### src/rtl/evt_reg_pkg.sv
// evt_reg_pkg: shared constants and types for the two-phase event register.
package evt_reg_pkg;

   localparam int EVT_REG_WIDTH_DEF = 8;
   localparam int EVT_REG_DLY_DEF   = 2;
   localparam int EVT_REG_DLY_MIN   = 1;
   localparam int EVT_REG_DLY_MAX   = 16;

   // Two-phase handshake phase bit
   typedef logic phase_t;

   // True when a request-delay depth is within the supported range
   function automatic bit dly_legal(input int n);
      return (n >= EVT_REG_DLY_MIN) && (n <= EVT_REG_DLY_MAX);
   endfunction

endpackage

### src/rtl/evt_reg_dly.sv
// dly: DLY_CYCLES-deep shift register used to delay the outgoing request
// phase. All stages clear to 0 on synchronous reset.
module dly
   import evt_reg_pkg::*;
#(
   parameter int DLY_CYCLES = EVT_REG_DLY_DEF
) (
   input  logic   clk,
   input  logic   rst,
   input  phase_t in,
   output phase_t out
);

   logic [DLY_CYCLES-1:0] r_sr;

   // Shift the phase in at stage 0; the oldest stage drives the output
   always_ff @(posedge clk) begin
      if (rst) begin
         r_sr <= '0;
      end else begin
         r_sr[0] <= in;
         for (int i = 1; i < DLY_CYCLES; i++) begin
            r_sr[i] <= r_sr[i-1];
         end
      end
   end

   assign out = r_sr[DLY_CYCLES-1];

endmodule

### src/rtl/evt_reg.sv
// evt_reg: two-phase bundled-data event register (one pipeline stage of a
// micropipeline built on a synchronous clock).
//
// A single phase bit p is both the upstream acknowledge (Ain) and the source
// of the downstream request (Rout). A capture ("fire") happens when upstream
// has a new event (Rin != p) and downstream has acknowledged the previous one
// (Aout == p). Each fire loads data_out and toggles p.
//
// Optional feature, macro EVT_REG_DLY_EN:
//   defined   -> Rout is p delayed by DLY_CYCLES clocks through a dly instance
//   undefined -> Rout is p directly; DLY_CYCLES is only range-checked
// The fire condition always uses the undelayed p.
module evt_reg
   import evt_reg_pkg::*;
#(
   parameter int WIDTH      = EVT_REG_WIDTH_DEF,
   parameter int DLY_CYCLES = EVT_REG_DLY_DEF
) (
   input  logic             clk,
   input  logic             rst,
   input  logic [WIDTH-1:0] data_in,
   input  logic             Rin,
   input  logic             Aout,
   output logic [WIDTH-1:0] data_out,
   output logic             Ain,
   output logic             Rout
);

   phase_t           r_p;
   logic [WIDTH-1:0] r_data;
   logic             w_fire;

   // Reject an unsupported delay depth at elaboration time
   if (!dly_legal(DLY_CYCLES)) begin : g_bad_dly
      $error("evt_reg: DLY_CYCLES must be within 1..16");
   end

   // New upstream event present and previous downstream event acknowledged
   assign w_fire = (Rin != r_p) && (Aout == r_p);

   // Capture data and advance the phase on each fire; reset discards in-flight events
   always_ff @(posedge clk) begin
      if (rst) begin
         r_p    <= 1'b0;
         r_data <= '0;
      end else if (w_fire) begin
         r_p    <= ~r_p;
         r_data <= data_in;
      end
   end

   assign data_out = r_data;
   assign Ain      = r_p;

`ifdef EVT_REG_DLY_EN
   dly #(
      .DLY_CYCLES (DLY_CYCLES)
   ) u_dly (
      .clk (clk),
      .rst (rst),
      .in  (r_p),
      .out (Rout)
   );
`else
   assign Rout = r_p;
`endif

endmodule

### config.mk
export PLATFORM = sky130hd
export DESIGN_NAME = evt_reg
export DESIGN_NICKNAME = d
export VERILOG_FILES = /design/src/rtl/evt_reg_pkg.sv /design/src/rtl/evt_reg_dly.sv /design/src/rtl/evt_reg.sv
export SDC_FILE = /design/constraint.sdc
export NUM_CORES = 1
export LEC_CHECK = 0
export ABC_AREA = 1
export BUFFER_PORTS_ARGS = -buffer_cell sky130_fd_sc_hd__buf_4
export CORE_AREA = 2 2 39 41
export DETAILED_ROUTE_END_ITERATION = 12
export DIE_AREA = 0 0 41 43
export GPL_ROUTABILITY_DRIVEN = 0
export SETUP_SLACK_MARGIN = 0.4
export SLEW_MARGIN = 20
export SYNTH_ARGS = -nofsm -noshare
export SYNTH_HDL_FRONTEND = slang
export SYNTH_SLANG_ARGS = --single-unit
### constraint.sdc
create_clock -name clk -period 1.2 [get_ports clk]
set_input_delay 0.06 -clock clk [delete_from_list [all_inputs] [get_ports clk]]
set_output_delay 0.06 -clock clk [all_outputs]
set_load 0.02 [all_outputs]
==> summary.md <==
| Metric | Value |
|---|---|
| Status | `finished clean` |
| Number of top-level pins | `22` |
| Number of sinks handled by clock tree synthesis | `9` |
| Worst-margin pin slew | `~0.24 ns` |
| Total via count after detailed routing | `~460` |
| Chip Height | `~43 um` |
| # Max-Cap Violations | `0` |
| Core area | `0.00138 mm2` |
| Combined area of the multi-input logic cells | `243 um2` |
| Count of synthesis-stage warnings from yosys | `0` |
| Period utilisation layout | `0.744` |
| Critical path buffers and inverters | `1` |
| Net switching power | `256 uW` |
| Instance count of the mapped netlist | `61` |
| Largest voltage drop on the vdd net | `576 uV` |
| Antenna Violating Nets Remaining | `0` |
| Number of levels the H-tree was split into | `1` |
| Fraction of final layout cells sized beyond drive strength 1 | `0.563` |
| Cell Count Post-Placement | `95` |
| CP cell instances | `inv_4 -> nand2_4 -> a21oi_1 -> nor2_1` |
| Data arrival, critical path | `between 1 and 1.5 ns` |
| Clock Power Share | `0.278` |
| Detailed Route Iter0 Violations | `8` |
| Sequential cell area fraction in the yosys report | `0.403` |
| Final std cells w/o fill | `103` |
| Root buf cell | `sky130_fd_sc_hd__clkbuf_4` |
| Count of pins over their slew limit | `0` |
| Netlist area before placement | `447 um2` |
| Static power due to leakage | `0.376 nW` |
| Clock Skews | `approximately 0.0037 ns` |
| Worst-case headroom to the max-slew limit | `0.838` |
| Post-synth top flop | `sky130_fd_sc_hd__dfxtp_1` |
| Net count of the finished layout | `100` |
| Via-per-instance ratio | `about 4.5` |
| Cell-internal power | `588 uW` |
| GRT overflow | `0` |
| Worst skew pair latency | `around 0.26 ns` |
| Remaining DRCs | `0` |
| Max incr delay on CP | `~0.38 ns` |
| First-pass GRT wire length | `roughly 1.6 mm` |
| CTS Hold Bufs | `0` |
| Area of placed instances | `approximately 610 um2` |
| Async set-reset flop share out of synthesis | `0` |
| Post-synthesis sequential element count | `9` |
| Sort of element at the end of the critical path | `flop` |
| Setup violations, final | `0` |
| Number of global-route vias before repair | `approximately 370` |
| Top cell types by occurrence after synthesis | `sky130_fd_sc_hd__inv_1 (11), sky130_fd_sc_hd__dfxtp_1 (9), sky130_fd_sc_hd__a21oi_1 (8), sky130_fd_sc_hd__nand2_1 (8), sky130_fd_sc_hd__nor2_1 (8)` |
| Cell types occupying the most area after synthesis | `sky130_fd_sc_hd__dfxtp_1 (40%), sky130_fd_sc_hd__inv_1 (9.2%), sky130_fd_sc_hd__a21oi_1 (9.0%)` |
| Most numerous cell in the Yosys netlist | `sky130_fd_sc_hd__inv_1` |
| Sequential cell area in the final layout | `193 um2` |
| Kind of cell with the highest combined delay on the critical path | `flip-flops` |
| Minimum clock period | `slightly below 0.9 ns` |
| Setup tns final | `0 ns` |
| Initial core utilization | `0.323` |
| Filler cell count in the final layout | `approximately 130` |
| Count of antenna diodes in the layout | `0` |
| Longest Clk Path Bufs | `2` |
| TritonCTS clock tree | `yes` |
| Pin count of the biggest net entering global routing | `18` |
| Switching part of the total power | `0.304` |
| Average detailed-routed wire length per instance | `9.56 um` |
| Area growth, synth to finish | `64.7%` |
| Final HPWL DP | `640 um` |
| Die X | `41 um` |
| Part of the power in combinational logic | `0.302` |
| Detailed-routing iteration count for the pre-antenna-repair pass | `4` |
| Slowest CP cell | `sky130_fd_sc_hd__dfxtp_4` |
| Number of port buffers | `21` |
| EDFF count, synth | `0` |
| Post-route standard cell area excluding fillers | `736 um2` |
| CTS clk-pin slew, worst paths | `0.06 ns` |
| Sequential fraction of design power | `0.420` |
| Timing-limited maximum frequency | `1120 MHz` |
| Number of buffers created by CTS | `3` |
| Unique masters post-synth | `13` |
| Category of the critical setup timing path | `flop to flop` |
| Unrepaired setup endpoints after global routing | `true` |
| Power density cells | `between 1000 and 1500 mW/mm2` |
| All-layer global routing usage | `0.140` |
| Avg Cell Area, Syn | `7.32 um2` |
| Classification of the worst-slack hold path | `input port to flop` |
| Final count of hold timing violations | `0` |
| Antenna violations before repair | `0` |
| Top cell type's share of synthesized area | `0.403` |
| Post-Route Utilization | `0.532` |
| WL final | `985 um` |
| Area of the die | `0.00176 mm2` |
| Critical Path Start Type | `flop` |
| Standard-cell row count | `14` |
| Largest area contributor in the netlist | `sky130_fd_sc_hd__dfxtp_1` |
| Required time worst endpoint | `1.36 ns` |
| Critical Path Fanout Max | `8` |
| Syn_nets | `73` |
stage by stage:
stage	setup slack [ns]	hold slack, ns	power [mW]
6_report	0.307	0.106	0.844
5_1_grt	0.248	0.121	0.903
4_1_cts	0.337	0.105	0.812
3_5_place_dp	0.311	0.381	0.557
3_3_place_gp	0.337	0.373	0.554
2_1_floorplan	0.294	0.274	0.482
worst min-delay path, cell delays in order:
cell                      delay [ns]
sky130_fd_sc_hd__buf_4          0.07
sky130_fd_sc_hd__inv_1          0.03
sky130_fd_sc_hd__nand3_1        0.06
sky130_fd_sc_hd__nand2_1        0.04
sky130_fd_sc_hd__nor2_1         0.07
sequential cells by signal, summed over array words and instances, names as in the netlist:
name / count
data_out: 8
Ain: 1
area by class of cell:
cell class,count,share of cell area
Tap cell,16,0.0272
Inverter,12,0.0646
Sequential cell,9,0.262
Timing Repair Buffer,24,0.281
Clock buffer,4,0.0357
Multi-Input combinational cell,38,0.330
cells by family (layout without fill, tap and decap cells):
family / after synthesis / after routing / share of synthesized area
AOI/OAI and AO/OA: 8 / 8 / 0.0896
buffers and inverters: 15 / 40 / 0.168
DFF: 9 / 9 / 0.403
and+or+nand+nor: 29 / 30 / 0.339
path summary, 6_finish.rpt:
check                           startpoint  slack, ns                        to  cells after the start
hold reg to reg   data_out[6]$_SDFFE_PP0P_       0.48  data_out[6]$_SDFFE_PP0P_                      2
setup reg to reg          Ain$_SDFFE_PP0P_       0.31  data_out[4]$_SDFFE_PP0P_                      4
setup / recovery          Ain$_SDFFE_PP0P_       0.31  data_out[4]$_SDFFE_PP0P_                      4
hold / removal                  data_in[7]       0.11  data_out[7]$_SDFFE_PP0P_                      5
per-layer routing:
layer / share of wire / vias up / global-route usage
met1: 0.42 / 195 / 0.174
met4: 0.042 / 0 / 0.120
li1: - / 243 / -
met3: 0.072 / 5 / 0.0681
met2: 0.47 / 18 / 0.172
met5: 0 / - / 0
placed cells by master, fill, tap and decap left out:
cell type,count
sky130_fd_sc_hd__clkbuf_4,3
sky130_fd_sc_hd__and3_1,1
sky130_fd_sc_hd__clkinv_1,1
sky130_fd_sc_hd__nand3_2,2
sky130_fd_sc_hd__clkbuf_1,1
sky130_fd_sc_hd__nand3_1,6
sky130_fd_sc_hd__dfxtp_2,7
sky130_fd_sc_hd__inv_1,10
sky130_fd_sc_hd__nand2_2,2
sky130_fd_sc_hd__buf_4,17
sky130_fd_sc_hd__dfxtp_4,1
sky130_fd_sc_hd__nand2_4,1
sky130_fd_sc_hd__nand2_1,8
sky130_fd_sc_hd__a21oi_2,6
sky130_fd_sc_hd__buf_6,7
sky130_fd_sc_hd__nor2_1,8
sky130_fd_sc_hd__a21oi_1,2
sky130_fd_sc_hd__nand2_8,2
sky130_fd_sc_hd__inv_4,1
sky130_fd_sc_hd__dfxtp_1,1
power by group through the flow:
stage	registers [mW]	clock network [mW]	logic (mW)
after floorplan	0.383	0	0.0989
after global placement	0.350	0	0.204
after detailed placement	0.350	0	0.207
after CTS	0.348	0.245	0.220
after global routing	0.357	0.265	0.280
final	0.355	0.235	0.255
repair_timing:
action                                  in CTS  in global routing
endpoints found under the setup margin      15                 18
gates cloned                                 0                  1
pin swaps                                    0                  1
resized for setup                            8                 13
setup buffers                                0                  3
Power figures use the tool's default switching activity.
